## config.mk

```make
export PLATFORM = sky130hd
export DESIGN_NAME = pc_redirect_unit
export DESIGN_NICKNAME = d
export VERILOG_FILES = /design/src/rtl/pc_pkg.sv /design/src/rtl/pc_redirect_unit_flush_counter.sv /design/src/rtl/pc_redirect_unit.sv
export SDC_FILE = /design/constraint.sdc
export NUM_CORES = 1
export LEC_CHECK = 0
export BUFFER_PORTS_ARGS = -buffer_cell sky130_fd_sc_hd__buf_2
export CAP_MARGIN = 20
export CORE_MARGIN = 8
export CORE_UTILIZATION = 55
export DETAILED_ROUTE_END_ITERATION = 8
export PLACE_DENSITY_LB_ADDON = 0.12
export SETUP_SLACK_MARGIN = 0.2
export SYNTH_ARGS = -nofsm -noshare
export SYNTH_HDL_FRONTEND = slang
export SYNTH_SLANG_ARGS = --single-unit
```

## constraint.sdc

```tcl
create_clock -name clk_i -period 2.57 [get_ports clk_i]
set_input_delay 0 -clock clk_i [delete_from_list [all_inputs] [get_ports clk_i]]
set_output_delay 0 -clock clk_i [all_outputs]
set_load 0.05 [all_outputs]
```

## src/rtl/pc_pkg.sv

```systemverilog
// Shared definitions for the PC redirect unit: fetch FSM states,
// instruction size, default reset vector and a target-alignment helper.
package pc_pkg;

  typedef enum logic [1:0] {
    BOOT  = 2'd0,
    FETCH = 2'd1,
    WAIT  = 2'd2,
    REDIR = 2'd3
  } pc_state_e;

  localparam logic [31:0] INSTR_BYTES          = 32'd4;
  localparam logic [31:0] DEFAULT_RESET_VECTOR = 32'h0000_0000;

  // Force a target onto an instruction boundary by clearing the low bits.
  function automatic logic [31:0] align_target(input logic [31:0] addr);
    return {addr[31:2], 2'b00};
  endfunction

endpackage

```

## src/rtl/pc_redirect_unit_flush_counter.sv

```systemverilog
// Flush down-counter: load on an accepted redirect, count down to zero,
// report nonzero while the pipeline front end must be killed.
module flush_counter (
  input  logic       clk_i,
  input  logic       rst_i,
  input  logic       load_i,
  input  logic [2:0] load_val_i,
  output logic       nonzero_o
);

  logic [2:0] cnt_q;
  logic [2:0] cnt_d;

  // Reload wins over decrement so back-to-back redirects restart the window.
  always_comb begin
    cnt_d = cnt_q;
    if (load_i) begin
      cnt_d = load_val_i;
    end else if (cnt_q != 3'd0) begin
      cnt_d = cnt_q - 3'd1;
    end
  end

  // Counter register.
  always_ff @(posedge clk_i or posedge rst_i) begin
    if (rst_i) begin
      cnt_q <= 3'd0;
    end else begin
      cnt_q <= cnt_d;
    end
  end

  assign nonzero_o = (cnt_q != 3'd0);

endmodule

```

## src/rtl/pc_redirect_unit.sv

```systemverilog
// PC redirect unit: owns the fetch PC, sequences PC+4 / stall / redirect,
// holds a redirect target while instruction memory is busy, and drives a
// fixed-length flush after every accepted redirect.
// Optional build macro MISALIGN_CHECK_EN: realign misaligned redirect
// targets and pulse misaligned_o alongside the PC update.
module pc_redirect_unit
  import pc_pkg::*;
#(
  parameter logic [31:0] RESET_VECTOR = DEFAULT_RESET_VECTOR,
  parameter int unsigned FLUSH_CYCLES = 2
) (
  input  logic        clk_i,
  input  logic        rst_i,
  input  logic        redirect_i,
  input  logic [31:0] target_i,
  input  logic        stall_i,
  input  logic        imem_ready_i,
  output logic [31:0] pc_o,
  output logic [31:0] pc_plus4_o,
  output logic        imem_req_o,
  output logic        flush_o,
  output logic        redirect_pending_o,
  output logic        misaligned_o
);

  localparam logic [2:0] FLUSH_LOAD = 3'(FLUSH_CYCLES);

  pc_state_e   state_q, state_d;
  logic [31:0] pc_q, pc_d;
  logic [31:0] pending_q, pending_d;
  logic        flush_load;
  logic [31:0] redirect_src;
  logic [31:0] load_addr;
  logic        load_misaligned;

  // Youngest redirect wins: a live REDIRECT overrides any held target.
  assign redirect_src = (state_q == REDIR && !redirect_i) ? pending_q : target_i;

`ifdef MISALIGN_CHECK_EN
  logic misaligned_q, misaligned_d;

  // Realign the address that is about to become the PC and flag it.
  always_comb begin
    load_addr       = align_target(redirect_src);
    load_misaligned = (redirect_src[1:0] != 2'b00);
  end
`else
  // Targets go into the PC untouched; no misalignment reporting.
  always_comb begin
    load_addr       = redirect_src;
    load_misaligned = 1'b0;
  end
`endif

  // Fetch sequencing: redirect beats stall beats increment.
  always_comb begin
    state_d    = state_q;
    pc_d       = pc_q;
    pending_d  = pending_q;
    flush_load = 1'b0;
    unique case (state_q)
      BOOT: begin
        state_d = FETCH;
      end
      FETCH, WAIT: begin
        if (redirect_i) begin
          if (imem_ready_i) begin
            pc_d       = load_addr;
            flush_load = 1'b1;
            state_d    = FETCH;
          end else begin
            pending_d = target_i;
            state_d   = REDIR;
          end
        end else if (stall_i) begin
          state_d = state_q;
        end else if (imem_ready_i) begin
          pc_d    = pc_q + INSTR_BYTES;
          state_d = FETCH;
        end else begin
          state_d = WAIT;
        end
      end
      REDIR: begin
        if (imem_ready_i) begin
          pc_d       = load_addr;
          pending_d  = 32'd0;
          flush_load = 1'b1;
          state_d    = FETCH;
        end else begin
          pending_d = redirect_src;
        end
      end
      default: state_d = BOOT;
    endcase
  end

  // Architectural state registers.
  always_ff @(posedge clk_i or posedge rst_i) begin
    if (rst_i) begin
      state_q   <= BOOT;
      pc_q      <= RESET_VECTOR;
      pending_q <= 32'd0;
    end else begin
      state_q   <= state_d;
      pc_q      <= pc_d;
      pending_q <= pending_d;
    end
  end

`ifdef MISALIGN_CHECK_EN
  assign misaligned_d = flush_load & load_misaligned;

  // One-cycle pulse that lines up with the realigned PC.
  always_ff @(posedge clk_i or posedge rst_i) begin
    if (rst_i) begin
      misaligned_q <= 1'b0;
    end else begin
      misaligned_q <= misaligned_d;
    end
  end

  assign misaligned_o = misaligned_q;
`else
  assign misaligned_o = load_misaligned;
`endif

  flush_counter u_flush_counter (
    .clk_i      (clk_i),
    .rst_i      (rst_i),
    .load_i     (flush_load),
    .load_val_i (FLUSH_LOAD),
    .nonzero_o  (flush_o)
  );

  assign pc_o               = pc_q;
  assign pc_plus4_o         = pc_q + INSTR_BYTES;
  assign imem_req_o         = (state_q != BOOT);
  assign redirect_pending_o = (state_q == REDIR);

endmodule

```

# After elaboration in Yosys (flattened, before gate mapping)
# Cells that the tools add are included.
# classes
muxes	21
reduce_logical	11
eq_ne	8
addsub	2
# op_table
operator	count
32-bit two-way mux	8
32-bit one-hot mux with 2 select lines	2
32-bit by 3-bit adder with 32-bit output (second input constant)	1
2-bit two-way mux	5
3-bit two-way mux	2
2-bit inequality test (second input constant)	3
3-bit inequality test (second input constant)	2
2-bit one-hot mux with 3 select lines	1
3-bit AND reduction	2
2-bit nonzero test	3
2-bit equality test (second input constant)	2
3-bit nonzero test	1
3-bit by 1-bit subtractor with 3-bit output (second input constant)	1
2-bit by 1-bit equality test with 1-bit output (second input constant)	1
2-bit zero test	1
1-bit two-way mux	2
1-bit one-hot mux with 2 select lines	1
2-bit AND reduction	1
2-bit OR reduction	1
1-bit logical AND	1
1-bit zero test	1
# totals
input_bits	37
register_bits	69

# Depth between registers and ports, before layout
# logic_depth
ltp_word	6
mapped_depth	9
ltp_nobuf	7

# By module
# Synthesis repeated with hierarchy kept, for this count alone.
# hier_totals
cells_unflattened	508
hier_area_um2	4680.7
# modules_own_cells
mod	area_each_um2	n_inst	cells_each	seq_area_each_um2
pc_redirect_unit	4480.5	1	487	1651.6
flush_counter	200.2	1	21	75.1

# Worst setup path after synthesis
# OpenSTA, ideal clock, no wires.
# synth_timing
path_kind	register to output
start	register pc_q[2] (netlist: pc_o[2])
end	output port pc_plus4_o[22]
stages_incl_launch_ff	8
t_arrival_ps	2802
slack_ps	-232
path_buffers	2
cell_sequence	dfrtp_1 ha_1 buf_2 nand4_1 or3_1 buf_6 nor4_4 xor2_1
# synth_between
elab_chain_len	1
# synth_rtl
item	line_no	source
from (decl)	pc_redirect_unit.sv:29	logic [31:0] pc_q, pc_d;
from (signal assigned)	pc_redirect_unit.sv:106	pc_q <= pc_d;
32-bit by 3-bit adder with 32-bit output	pc_redirect_unit.sv:137	assign pc_plus4_o = pc_q + INSTR_BYTES;
to (decl)	pc_redirect_unit.sv:19	output logic [31:0] pc_plus4_o,
# No other way between the ends.

# Final worst setup path
# layout_timing
start	register pc_q[3] (netlist: pc_o[3])
end	output port pc_plus4_o[18]
# The elaborated chain is that of the path after synthesis.

==> results by group <==
Placement
  • Port bufs: 103
  • Placed cell area: between 5000 and 6000 sq um
  • Post-DP HPWL: about 10,000 um
  • GPL Wtd Cong: 0.933

Yosys
  • Post-synthesis register bit count: 69
  • Syn Area/Cell: around 8.9 sq um
  • Total number of yosys warnings: 0
  • Number of synthesized flops with an enable pin: 0
  • Sequential fraction of the synthesis area: 37.5%
  • Post-Syn Area: 4610 sq um
  • Synth Net Count: about 560
  • Ys async rst share: 100%
  • Yosys top cell by area: dfrtp_1
  • Post-synth cell types: 52
  • Commonest register cell after synthesis: dfrtp_1
  • Syn Inst Count: between 500 and 600
  • Synth top area share: 37.5%
  • Synth top area cells: dfrtp_1, a22oi_1, o21ai_0, a21oi_1, mux2i_1

Critical path
  • R2r endpoint: pc_o[12]$_DFFE_PP0P_
  • Critical path depth: 6
  • Worst setup EP type: output port
  • Worst R2R Start: state_q[1]$_DFFE_PP0P_
  • Worst R2R Path Depth: 7
  • Flop2flop setup slack: 0.35 ns
  • Critical Path AT: 2.33 ns
  • Crit path to: pc_plus4_o[18]
  • Slowest stage delay, CP: 0.51 ns
  • Required @ worst endpoint: 2.57 ns
  • Buf/Inv on CP: 1
  • CP Launch Point: pc_o[3]$_DFFE_PP0P_
  • Critical path cell sequence: ha_4 -> nand4_1 -> or3_4 -> nor3_2 -> xor2_2 -> buf_2
  • Worst path top cell family by delay: simple AND/OR/NAND/NOR gates
  • Slowest CP cell: or3_4
  • Crit path kind: register to output port
  • CP max FO: 8
  • CP Launch Type: register

Timing
  • Max Clock Freq: 429 MHz
  • Total negative slack: 0 ns
  • Final Setup Violations: 0
  • Worst Clk Skew: around 0.0063 ns
  • RSZ-0062 raised after global routing: true
  • Rel. slew slack: 40.4%
  • Final Critical Period: 2.33 ns
  • Slew Viols, Final: 0
  • Hold slack: 0.0772 ns
  • Fin. Hold Viols: 0
  • Final worst path period share: 90.6%
  • Slew @ Worst Pin: 0.894 ns

Pwr
  • Pwr per Cell Area: 1530 nW/um^2
  • Pleak: ~2.6 nW
  • Total power: 9.20 mW
  • VDD IR max: 0.741 mV

Clocking
  • Worst skew pair latency: about 0.35 ns
  • CTS Buf Count: 9
  • Reg clk slew, reported paths: 0.08 ns
  • Root buf cell: clkbuf_8
  • Number of H-tree levels: 3
  • CTS tree: yes
  • CTS max path bufs: 2
  • Num Clock Sinks: 69

Route
  • # DRC: 0
  • DR vias/cell: 6.35
  • Vias post-DR: roughly 4.8k
  • Post-route ant nets: 0
  • Initial drt markers: approximately 360
  • TritonRoute pass-1 iters: 6
  • DRT Wirelength: 14,800 um
  • Avg WL per Cell: 19.6 um

Global route
  • Antenna violations before repair: 0
  • Layer with the highest usage: met2
  • GR Layer Usage met2: 41.2%
  • Global Route met1 Usage: 34.1%
  • Number of global-route vias before repair: ~4.6k
  • GRT Overall Usage: between 20 and 30%
  • Global-route wire length before repair: 23,800 um
  • M3 GR Usage: 4.79%
  • Largest net degree at the start of global routing: 70
  • Overflow after GRT: 0

Floorplan
  • Top-Level Pins: 105
  • Num rows: 33
  • Die Span Y: between 100 and 150 um
  • Die ar.: 11,600 sq um
  • Die X: 108 um
  • Initial Util: 56.4%
  • Core Area: 8180 sq um

Finish
  • Final instance area: 6030 sq um
  • Nets: 687
  • Commonest non-fill, non-tap cells in the layout: buf_2, dfrtp_1, a22oi_1
  • Antenna diodes: 0
  • Most common cell after layout, fill and taps aside: buf_2
  • Area delta synth->final: 31.0%
  • Share of layout cells above drive strength 1: 31.4%
  • # fillers: 630

Hold path
  • Worst hold path class: input port to register

Flow run
  • Max-cap viol count: 0

Run status
  • Status: complete, no violations
-- synthesized netlist by cell type (all sizes together) (5+ instances only) --
| master | number |
|---|---|
| dfrtp | 69 |
| a22oi | 55 |
| o21ai | 50 |
| a21oi | 31 |
| nand2 | 30 |
| clkbuf | 27 |
| nor2 | 24 |
| nand3 | 21 |
| buf | 20 |
| o22ai | 19 |
| xnor2 | 17 |
| mux2i | 15 |
| nand4 | 13 |
| inv | 12 |
| xor2 | 12 |
| mux2 | 10 |
| nor3 | 10 |
| nor2b | 9 |
| and3 | 6 |
| ha | 6 |
| a22o | 5 |
| and2 | 5 |
| and4 | 5 |
-- worst reg2reg max path, delay by kind of cell, from the launching register on --
family | cells | cell delay, ns
buffers and inverters | 1 | 0.18
adders and majority gates | 1 | 0.51
AOI/OAI and AO/OA | 5 | 1.05
DFF | 1 | 0.39
-- kinds of logic (layout without fill, tap and decap cells) --
logic type | count (synthesis) | count (layout) | synth area share, %
and+or+nand+nor | 136 | 136 | 16.4
muxes | 25 | 25 | 5.70
buffers and inverters | 59 | 189 | 5.70
DFF | 69 | 69 | 37.5
AOI/OAI and AO/OA | 194 | 194 | 27.5
xor gates and xnor gates | 29 | 29 | 5.51
other | 1 | 1 | 0.0814
adders and majority gates | 6 | 6 | 1.63
-- repair_timing --
action,CTS,global route
gates resized for setup,6,26
pin swaps,4,5
hold buffers,33,0
endpoints found under the setup margin,10,34
hold endpoints to repair,102,0
buffers inserted,1,6
-- cell type report --
class                   count  area [sq um]  area share, %
multi-input cells         391          2820           46.7
flip-flops and latches     69          1740           28.9
repair buffers            161          1050           17.4
clock buffers              10           138           2.28
well taps                 105           131           2.18
clock inverters             6           110           1.82
inverters                  12          45.0          0.746
-- power by group --
part | internal [mW] | leakage (nW) | switching [mW]
Combinational | 1.74 | 1.69 | 3.90
Sequential | 1.65 | 0.805 | 0.784
Clock | 0.669 | 0.119 | 0.449
-- sequential cells by signal, summed over array words and instances (netlist names) --
register / count
state_q: 2
u_flush_counter.cnt_q: 3
pending_q: 32
pc_o: 32
-- layer usage --
metal | up-vias | part of all wire, %
li1 | 2198 | -
met1 | 2309 | 42
met2 | 263 | 48
met3 | 21 | 9.1
met4 | 0 | 1.6
met5 | - | 0
-- worst min-delay path by stage --
stage | startpoint | to | slack (ns) | cells after the start
after floorplan | target_i[0] | pending_q[0]$_DFFE_PP0P_ | 0.14 | 2
after global placement | target_i[9] | pending_q[9]$_DFFE_PP0P_ | 0.25 | 2
after detailed placement | target_i[11] | pending_q[11]$_DFFE_PP0P_ | 0.25 | 2
after CTS | stall_i | state_q[0]$_DFFE_PP0P_ | 0.07 | 3
after global routing | stall_i | state_q[0]$_DFFE_PP0P_ | 0.08 | 3
final | stall_i | state_q[0]$_DFFE_PP0P_ | 0.08 | 3
-- stage by stage --
stage               instances  util (%)  worst slack [ns]
CTS                       748      72.6             0.192
finish                    754      73.8             0.242
global route              754      73.8             0.178
floorplan                 519         -             0.129
detailed placement        698      65.1             0.312
global placement          698      65.1             0.381
No activity file was read; power rests on OpenSTA's default activity.
